`config.mk`:
```
export PLATFORM = sky130hd
export DESIGN_NAME = stream_unpacker
export DESIGN_NICKNAME = d
export VERILOG_FILES = /design/src/rtl/video_pkg.sv /design/src/rtl/pixel_coord_counter.sv /design/src/rtl/stream_unpacker.sv
export SDC_FILE = /design/constraint.sdc
export NUM_CORES = 1
export LEC_CHECK = 0
export ABC_AREA = 0
export CAP_MARGIN = 20
export CORE_MARGIN = 3
export CORE_UTILIZATION = 59
export DETAILED_ROUTE_END_ITERATION = 6
export PLACE_DENSITY = 0.86
export SLEW_MARGIN = 5
export SYNTH_ARGS = -nofsm -noshare
export SYNTH_HDL_FRONTEND = slang
export SYNTH_HIERARCHICAL = 1
export SYNTH_SLANG_ARGS = --single-unit
```
`constraint.sdc`:
```
create_clock -name aclk -period 5.15 [get_ports aclk]
set_input_delay 1.2875 -clock aclk [delete_from_list [all_inputs] [get_ports aclk]]
set_output_delay 1.2875 -clock aclk [all_outputs]
set_load 0.005 [all_outputs]
```
`src/rtl/video_pkg.sv`:
```
// rtl/video_pkg.sv - shared frame geometry, unpack phase and sync state encodings
package video_pkg;

    localparam int X_SIZE_DEF = 640;
    localparam int Y_SIZE_DEF = 480;

    typedef enum logic [1:0] {
        P0 = 2'd0,
        P1 = 2'd1,
        P2 = 2'd2,
        P3 = 2'd3
    } phase_t;

    typedef enum logic {
        HUNT = 1'b0,
        RUN  = 1'b1
    } sync_t;

    // First byte of a pixel in the stream is red, then green, then blue.
    function automatic logic [23:0] rgb_pack(input logic [7:0] i_b0,
                                             input logic [7:0] i_b1,
                                             input logic [7:0] i_b2);
        return {i_b0, i_b1, i_b2};
    endfunction

endpackage

```
`src/rtl/pixel_coord_counter.sv`:
```
// rtl/pixel_coord_counter.sv - x/y position, sof/eol flags and frame count of the presented pixel
module pixel_coord_counter
    import video_pkg::*;
#(
    parameter int X_SIZE = X_SIZE_DEF,
    parameter int Y_SIZE = Y_SIZE_DEF
) (
    input  logic       i_clk,
    input  logic       i_rst_n,
    input  logic       i_load,
    input  logic       i_restart,
    input  logic       i_accept,
    output logic [9:0] o_x,
    output logic [8:0] o_y,
    output logic       o_sof,
    output logic       o_eol,
    output logic       o_next_origin,
    output logic [7:0] o_frame_count
);

    localparam logic [9:0] LAST_X = 10'(X_SIZE - 1);
    localparam logic [8:0] LAST_Y = 9'(Y_SIZE - 1);

    logic [9:0] r_nx;
    logic [8:0] r_ny;
    logic [9:0] r_x;
    logic [8:0] r_y;
    logic       r_sof;
    logic       r_eol;
    logic [7:0] r_frame_count;

    logic [9:0] w_lx;
    logic [8:0] w_ly;
    logic       w_last_pix;

    // Coordinate given to the pixel being loaded; a restart forces the frame origin.
    assign w_lx       = i_restart ? 10'd0 : r_nx;
    assign w_ly       = i_restart ? 9'd0  : r_ny;
    assign w_last_pix = (r_x == LAST_X) && (r_y == LAST_Y);

    always_ff @(posedge i_clk or negedge i_rst_n) begin
        if (!i_rst_n) begin
            r_nx          <= '0;
            r_ny          <= '0;
            r_x           <= '0;
            r_y           <= '0;
            r_sof         <= 1'b0;
            r_eol         <= 1'b0;
            r_frame_count <= '0;
        end else begin
            if (i_load) begin
                r_x   <= w_lx;
                r_y   <= w_ly;
                r_sof <= (w_lx == 10'd0) && (w_ly == 9'd0);
                r_eol <= (w_lx == LAST_X);
                if (w_lx == LAST_X) begin
                    r_nx <= '0;
                    r_ny <= (w_ly == LAST_Y) ? 9'd0 : w_ly + 9'd1;
                end else begin
                    r_nx <= w_lx + 10'd1;
                    r_ny <= w_ly;
                end
            end
            if (i_accept && w_last_pix) begin
                r_frame_count <= r_frame_count + 8'd1;
            end
        end
    end

    assign o_x           = r_x;
    assign o_y           = r_y;
    assign o_sof         = r_sof;
    assign o_eol         = r_eol;
    assign o_next_origin = (r_nx == 10'd0) && (r_ny == 9'd0);
    assign o_frame_count = r_frame_count;

endmodule

```
`src/rtl/stream_unpacker.sv`:
```
// rtl/stream_unpacker.sv - unpacks 3 words of packed RGB bytes into 4 pixels with frame sync checks
module stream_unpacker
    import video_pkg::*;
#(
    parameter int X_SIZE = X_SIZE_DEF,
    parameter int Y_SIZE = Y_SIZE_DEF
) (
    input  logic        aclk,
    input  logic        aresetn,
    input  logic [31:0] in_stream_tdata,
    input  logic [3:0]  in_stream_tkeep,
    input  logic        in_stream_tlast,
    input  logic        in_stream_tuser,
    input  logic        in_stream_tvalid,
    output logic        in_stream_tready,
    output logic [23:0] pix_data,
    output logic        pix_valid,
    input  logic        pix_ready,
    output logic [9:0]  pix_x,
    output logic [8:0]  pix_y,
    output logic        pix_sof,
    output logic        pix_eol,
    input  logic        err_clr,
    output logic        err_sof,
    output logic        err_eol,
    output logic [7:0]  frame_count
);

    localparam int         WPL       = 3 * X_SIZE / 4;
    localparam logic [9:0] LAST_WORD = 10'(WPL - 1);

    sync_t       r_state;
    sync_t       w_state_nxt;
    phase_t      r_phase;
    phase_t      w_phase_nxt;
    logic        r_active;
    logic [31:0] r_word;
    logic [23:0] r_pix_data;
    logic [23:0] w_pix_nxt;
    logic        r_pix_valid;
    logic [9:0]  r_wcnt;
    logic [9:0]  w_widx;
    logic        r_err_sof;
    logic        r_err_eol;

    logic        w_adv;
    logic        w_acc;
    logic        w_load;
    logic        w_restart;
    logic        w_first;
    logic        w_origin;
    logic        w_counted;
    logic        w_sof_err;
    logic        w_eol_err;
    logic        w_unused;

    assign w_unused = ^in_stream_tkeep;

    // r_active holds tready low through reset and for the first edge after release.
    assign w_adv            = !r_pix_valid || pix_ready;
    assign in_stream_tready = r_active && ((r_state == HUNT) || ((r_phase != P3) && w_adv));
    assign w_acc            = in_stream_tvalid && in_stream_tready;
    assign w_first          = (r_phase == P0) && w_origin;

    always_ff @(posedge aclk or negedge aresetn) begin
        if (!aresetn) begin
            r_state <= HUNT;
            r_phase <= P0;
        end else begin
            r_state <= w_state_nxt;
            r_phase <= w_phase_nxt;
        end
    end

    always_comb begin
        w_state_nxt = r_state;
        w_phase_nxt = r_phase;
        w_load      = 1'b0;
        w_restart   = 1'b0;
        w_pix_nxt   = rgb_pack(in_stream_tdata[7:0], in_stream_tdata[15:8], in_stream_tdata[23:16]);
        case (r_state)
            HUNT: begin
                if (w_acc && in_stream_tuser) begin
                    w_restart   = 1'b1;
                    w_load      = 1'b1;
                    w_state_nxt = RUN;
                    w_phase_nxt = P1;
                end
            end
            RUN: begin
                if (w_acc && in_stream_tuser) begin
                    w_restart   = 1'b1;
                    w_load      = 1'b1;
                    w_phase_nxt = P1;
                end else if (w_acc || ((r_phase == P3) && w_adv)) begin
                    w_load = 1'b1;
                    case (r_phase)
                        P0: begin
                            w_phase_nxt = P1;
                        end
                        P1: begin
                            w_phase_nxt = P2;
                            w_pix_nxt   = rgb_pack(r_word[31:24], in_stream_tdata[7:0],
                                                   in_stream_tdata[15:8]);
                        end
                        P2: begin
                            w_phase_nxt = P3;
                            w_pix_nxt   = rgb_pack(r_word[23:16], r_word[31:24],
                                                   in_stream_tdata[7:0]);
                        end
                        default: begin
                            w_phase_nxt = P0;
                            w_pix_nxt   = rgb_pack(r_word[15:8], r_word[23:16], r_word[31:24]);
                        end
                    endcase
                end
            end
            default: begin
                w_state_nxt = HUNT;
                w_phase_nxt = P0;
            end
        endcase
    end

    // Words discarded while hunting take no part in line-length checking.
    assign w_counted = w_acc && ((r_state == RUN) || in_stream_tuser);
    assign w_widx    = w_restart ? 10'd0 : r_wcnt;
    assign w_eol_err = w_counted && (in_stream_tlast != (w_widx == LAST_WORD));
    assign w_sof_err = w_acc && in_stream_tuser && (r_state == RUN) && !w_first;

    always_ff @(posedge aclk or negedge aresetn) begin
        if (!aresetn) begin
            r_active    <= 1'b0;
            r_word      <= '0;
            r_pix_data  <= '0;
            r_pix_valid <= 1'b0;
            r_wcnt      <= '0;
            r_err_sof   <= 1'b0;
            r_err_eol   <= 1'b0;
        end else begin
            r_active <= 1'b1;
            if (w_acc) begin
                r_word <= in_stream_tdata;
            end
            if (w_load) begin
                r_pix_data  <= w_pix_nxt;
                r_pix_valid <= 1'b1;
            end else if (pix_ready) begin
                r_pix_valid <= 1'b0;
            end
            if (w_counted) begin
                r_wcnt <= (w_widx == LAST_WORD) ? 10'd0 : w_widx + 10'd1;
            end
            r_err_sof <= (r_err_sof && !err_clr) || w_sof_err;
            r_err_eol <= (r_err_eol && !err_clr) || w_eol_err;
        end
    end

    pixel_coord_counter #(
        .X_SIZE(X_SIZE),
        .Y_SIZE(Y_SIZE)
    ) u_coord (
        .i_clk         (aclk),
        .i_rst_n       (aresetn),
        .i_load        (w_load),
        .i_restart     (w_restart),
        .i_accept      (r_pix_valid && pix_ready),
        .o_x           (pix_x),
        .o_y           (pix_y),
        .o_sof         (pix_sof),
        .o_eol         (pix_eol),
        .o_next_origin (w_origin),
        .o_frame_count (frame_count)
    );

    assign pix_data  = r_pix_data;
    assign pix_valid = r_pix_valid;
    assign err_sof   = r_err_sof;
    assign err_eol   = r_err_eol;

endmodule

```
Yosys cells after proc, flatten, opt, wreduce, memory -nomap -nowiden
Index checks and enable logic that the tools add are counted.
{"block": "word_totals", "inputBits": 43, "mem_bits_rw": 0, "romBits": 0, "n_memories": 0, "wordCells": 89, "regBits": 121, "latchBits": 0, "out_inout_bits": 57}
{"block": "op_classes", "mux": 23, "bitwise_logic": 1, "addsub": 4, "shifts": 0, "n_eq_ne": 12, "reduce_logical": 33, "div": 0, "multipliers": 0, "n_lt_le_gt_ge": 0}
{"op": "two-way mux 24 bit", "n": 3}
{"op": "one-hot mux 24 bit (3 select lines)", "n": 1}
{"op": "two-way mux 10 bit", "n": 4}
{"op": "two-way mux 9 bit", "n": 3}
{"op": "adder 10 x 1 -> 10 bit (second input constant)", "n": 2}
{"op": "equality test 10 bit (second input constant)", "n": 2}
{"op": "zero test 10 bit", "n": 2}
{"op": "equality test 9 bit (second input constant)", "n": 2}
{"op": "zero test 9 bit", "n": 2}
{"op": "logical AND 1 bit", "n": 17}
{"op": "equality test 10 x 9 -> 1 bit (second input constant)", "n": 1}
{"op": "adder 9 x 1 -> 9 bit (second input constant)", "n": 1}
{"op": "adder 8 x 1 -> 8 bit (second input constant)", "n": 1}
{"op": "logical OR 1 bit", "n": 6}
{"op": "two-way mux 1 bit", "n": 6}
{"op": "two-way mux 2 bit", "n": 3}
{"op": "one-hot mux 2 bit (3 select lines)", "n": 1}
{"op": "equality test 2 bit (second input constant)", "n": 2}
{"op": "one-hot mux 2 bit (2 select lines)", "n": 1}
{"op": "zero test 1 bit", "n": 3}
{"op": "inequality test 3 x 1 -> 1 bit (second input constant)", "n": 1}
{"op": "equality test 2 x 1 -> 1 bit (second input constant)", "n": 1}
{"op": "zero test 2 bit", "n": 1}
{"op": "inequality test 2 x 1 -> 1 bit (second input constant)", "n": 1}
{"op": "other kinds (6)", "n": 6}

Longest topological paths before layout
{"block": "logic_depth", "word_depth": 13, "mapped_depth": 11, "depth_no_buf": 10}

By module
Netlist, hierarchy kept.
{"mod": "stream_unpacker", "seq_area_each_um2": 1626.6, "cells_each": 386, "n_inst": 1, "area_each_um2": 3824.9}
{"mod": "pixel_coord_counter", "seq_area_each_um2": 1201.2, "cells_each": 257, "n_inst": 1, "area_each_um2": 2552.4}

Least setup slack after synthesis
No wires, ideal clock.
{"block": "synth_path", "path_type": "input port to flip-flop", "startpoint": "input pix_ready", "endpoint": "register r_wcnt[7]", "path_stages": 10, "n_path_buf": 1, "path_slack_ns": 1.928, "t_arrival_ns": 3.096, "path_cell_list": "nand3b_1 > and3_1 > nand2_1 > and2_1 > ha_1 > and4_1 > and3_1 > clkbuf_1 > o21ai_1 > a221o_1"}
{"block": "synth_between", "elab_chain_len": 10, "elab_cells_between_ends": 12, "cone_classes": "add/sub: 1; eq/ne: 1; mux: 3; reduce/logical: 7"}
{"item": "start: declaration", "line_no": "stream_unpacker.sv:18", "rtl": "input logic pix_ready,"}
{"item": "logical OR 1 bit (*)", "line_no": "stream_unpacker.sv:60", "rtl": "assign w_adv = !r_pix_valid || pix_ready;"}
{"item": "logical AND 1 bit (*)", "line_no": "stream_unpacker.sv:61", "rtl": "assign in_stream_tready = r_active && ((r_state == HUNT) || ((r_phase != P3) && w_adv));"}
{"item": "logical OR 1 bit (*)", "line_no": "stream_unpacker.sv:61"}
{"item": "logical AND 1 bit (*)", "line_no": "stream_unpacker.sv:61"}
{"item": "logical AND 1 bit (*)", "line_no": "stream_unpacker.sv:62", "rtl": "assign w_acc = in_stream_tvalid && in_stream_tready;"}
{"item": "logical AND 1 bit", "line_no": "stream_unpacker.sv:83, stream_unpacker.sv:91"}
{"item": "two-way mux 1 bit", "line_no": "stream_unpacker.sv:83, stream_unpacker.sv:91"}
{"item": "two-way mux 10 bit", "line_no": "stream_unpacker.sv:127", "rtl": "assign w_widx = w_restart ? 10'd0 : r_wcnt;"}
{"item": "adder 10 x 1 -> 10 bit / equality test 10 x 9 -> 1 bit (equally long branches)", "line_no": "stream_unpacker.sv:152", "rtl": "r_wcnt <= (w_widx == LAST_WORD) ? 10'd0 : w_widx + 10'd1;"}
{"item": "two-way mux 10 bit", "line_no": "stream_unpacker.sv:152"}
{"item": "end signal: assignment", "line_no": "stream_unpacker.sv:152"}
{"item": "end: declaration", "line_no": "stream_unpacker.sv:41", "rtl": "logic [9:0] r_wcnt;"}
Mark *: on every way between the ends. The rest lies on a longest branch, timed or not.
A chain may end at the register's enable or synchronous reset.

Final worst setup path
{"block": "layout_path", "startpoint": "input pix_ready", "endpoint": "output in_stream_tready"}
{"block": "layout_between", "elab_chain_len": 4}
{"item": "logical OR 1 bit", "line_no": "stream_unpacker.sv:60"}
{"item": "logical AND 1 bit", "line_no": "stream_unpacker.sv:61"}
{"item": "logical OR 1 bit", "line_no": "stream_unpacker.sv:61"}
{"item": "logical AND 1 bit", "line_no": "stream_unpacker.sv:61"}
{"item": "end: declaration", "line_no": "stream_unpacker.sv:15", "rtl": "output logic in_stream_tready,"}
No other way between the ends.

==> results.yml <==
worst_hold_path:
  min_from: "r_word[15]"
  hp-class: "register to register"
  holdPathEnd: "r_word[15]"
  holdPathStages: 2
floorplan:
  fp-row-count: 37
  core_area_um2: 10400
  start_util: 0.612
  dieArea_um2: 12100
  num_io_pins: 100
  die_w_um: 110
  die_h_um: 110
detailed_routing:
  wl_met1_mm: 6.77
  wl_met3_mm: 1.06
  route.met2.wl_mm: 7.87
  wire_per_inst_um: 18.5
  num_vias: 5492
  drt_wl_total_mm: 16.1
  avgViaCountPerCell: 6.31
  dr.pass1.iters: 7
  drtIter0Drc: 563
  postRouteAntennaNets: 0
  drc: 29
  routed.top_layer: "met4"
timing:
  rsz0062_at_grt: "false"
  finalSetupViolCount: 0
  fin_crit_sh: 0.756
  fmax_mhz: 257
  relSlewSlack: 0.318
  holdWs_ps: 475
  skew_ps: 6.54
  final.min_clock_period_ps: 3890
  drv_slew: 0
  hold_violations: 0
  setup-tns-final_ps: 0
  worstMarginPinSlew_ps: 1020
final_layout:
  nFillCells: 704
  regArea_um2: 2830
  diodes: 0
  drive_gt1_frac: 0.141
  syn_to_final_growth_pct: 24.2
  fin_nets: 775
  multi_input_area_um2: 3270
logic_synthesis:
  synth_common_cells: "130 x nand2_1, 113 x dfrtp_1, 36 x mux2_4, 36 x o21ai_0, 28 x clkbuf_1"
  synth_edf_count: 0
  synth_flop_cell: "dfrtp_1"
  synthTopCellsByArea: "dfrtp_1 44%, mux2_4 8.5%, nand2_1 7.7%"
  yosysMostFrequentCell: "nand2_1"
  synthesis.nets: 695
  synth_cell_types: 74
  synth_area_um2: 6380
  synth_top_area_frac: 0.443
  ys_seq_area_frac: 0.443
  ys_seq_elements: 113
  synth_area_leader_cell: "dfrtp_1"
  synth_area_per_cell_um2: 9.92
  yosys_warnings: 6
  synthCells: 643
  synthArstFlopShare: 1.00
pwr:
  power_switching_uw: 1570
  p_per_area_nw_per_um2: 561
  swShare: 0.354
  internal_power_uw: 2870
  p_clk_frac: 0.240
  power_frac_seq: 0.346
  pwr-share-comb: 0.414
  leakage_uw: 0.00343
  max-vdd-ir-drop_v: 0.000360
cts:
  cts_tree: "built"
  ctsResizeCount: 0
  ctsRootBufferMaster: "clkbuf_8"
  cts.sinks: 113
  path_clk_slew_ps: 50
  ctsHoldBuffers: 0
  clk_latency_ps: 530
  cts_setup_buffers: 0
  clock_path_buffers: 2
  cts_buffers: 17
  ctsHtreeMaxLevel: 4
run_status:
  status: "finished with violations"
  violations: "design-rule violations"
setup_path:
  required_ps: 3860
  end_kind: "primary output"
  cp_max_fo: 4
  crit_path_start_kind: "input port"
  reg2reg_from: "r_phase[0]"
  crit_arrival_ps: 2600
  reg2reg_setup_slack_ps: 2070
  worstRegToRegCells: 10
  critPathKind: "input port to primary output"
  r2r-end: "u_coord/r_ny[8]"
place:
  portBuffers: 95
  dpl.hpwl_mm: 10.6
  place.gp.congestion: 0.890
global_route:
  grt_usage: 0.276
  grt_pass1_wl_mm: 25.9
  grt_max_degree: 73
  grt_overflow: 0
  antenna_found_initial: 0
  grt_pass1_vias: 5268
run:
  maxCapViolCount: 0
## worst max-delay path, stage by stage
cell and delay (ps):
clkdlybuf4s50_1 510, nor2b_1 70, o21ai_1 100, and2_1 140, clkdlybuf4s50_1 500
## routing by layer
layer	track usage	vias to the layer above
met5	0	-
met4	0.118	0
met3	0.0693	45
met2	0.440	229
met1	0.357	2706
li1	-	2512
## area by class of cell
class | count | share of cell area
Clock buffer | 25 | 0.0612
Multi-Input combinational cell | 465 | 0.413
Tap cell | 136 | 0.0215
Inverter | 19 | 0.00901
Timing Repair Buffer | 107 | 0.131
Clock inverter | 6 | 0.00695
Sequential cell | 113 | 0.357
## cell families after synthesis
family / Yosys count / share of synthesized area
and+or+nand+nor: 261 / 0.215
AOI/OAI and AO/OA: 130 / 0.147
DFF: 113 / 0.443
buffers and inverters: 65 / 0.0455
muxes: 57 / 0.121
adders and majority gates: 9 / 0.0177
xor gates and xnor gates: 7 / 0.00961
other: 1 / 0.000588
## registers in the layout, summed over array words and instances (netlist names), 2 cells and up
| register | cells |
|---|---|
| pix_data | 24 |
| r_word | 24 |
| r_wcnt | 10 |
| u_coord/o_x | 10 |
| u_coord/r_nx | 10 |
| u_coord/o_y | 9 |
| u_coord/r_ny | 9 |
| u_coord/o_frame_count | 8 |
| r_phase | 2 |
## power by group through the flow
stage / sequential, uW / clock (uW) / combinational [uW]
2_1_floorplan: 1440 / 0 / 1240
3_3_place_gp: 1510 / 0 / 1740
3_5_place_dp: 1540 / 0 / 1810
4_1_cts: 1530 / 1080 / 1830
5_1_grt: 1580 / 1130 / 2020
6_report: 1540 / 1070 / 1840
## layout by cell type (no fill, tap or decap), types with 4 or more instances in the layout
master and count:
a21o_1 4, a21oi_1 9, a222oi_1 24, and2_1 8, and3_1 5, buf_4 13
clkbuf_1 4, clkbuf_16 16, clkbuf_8 5, clkdlybuf4s50_1 94, clkinv_2 5, dfrtp_1 113
ha_1 9, inv_1 16, mux2_1 6, mux2_2 12, mux2_4 36, nand2_1 130
nand2b_1 7, nand3_1 17, nand3b_1 4, nand4_1 14, nand4b_1 9, nor2_1 13
nor2b_1 11, nor3_1 9, nor4_1 6, o21ai_0 36, o21ai_1 8, o22ai_1 5
o31ai_1 14, xnor2_1 7
## metrics by stage
step	area, um2	worst slack, ps	instances	utilization	power, uW
final	7920	1260	871	0.760	4440
after global routing	7920	1170	871	0.760	4730
after CTS	7920	1250	871	0.760	4440
after detailed placement	7380	1030	840	0.708	3350
after global placement	7380	1150	840	0.708	3250
after floorplan	6380	1930	643	-	2680
## worst max path at each step
stage / from / endpoint / slack, ps
after floorplan: pix_ready / r_wcnt[7] / 1930
after global placement: in_stream_tvalid / u_coord/r_ny[8] / 1150
after detailed placement: in_stream_tvalid / u_coord/r_ny[8] / 1030
after CTS: pix_ready / in_stream_tready / 1250
after global routing: pix_ready / in_stream_tready / 1170
final: pix_ready / in_stream_tready / 1260
No activity file was read; power rests on OpenSTA's default activity.
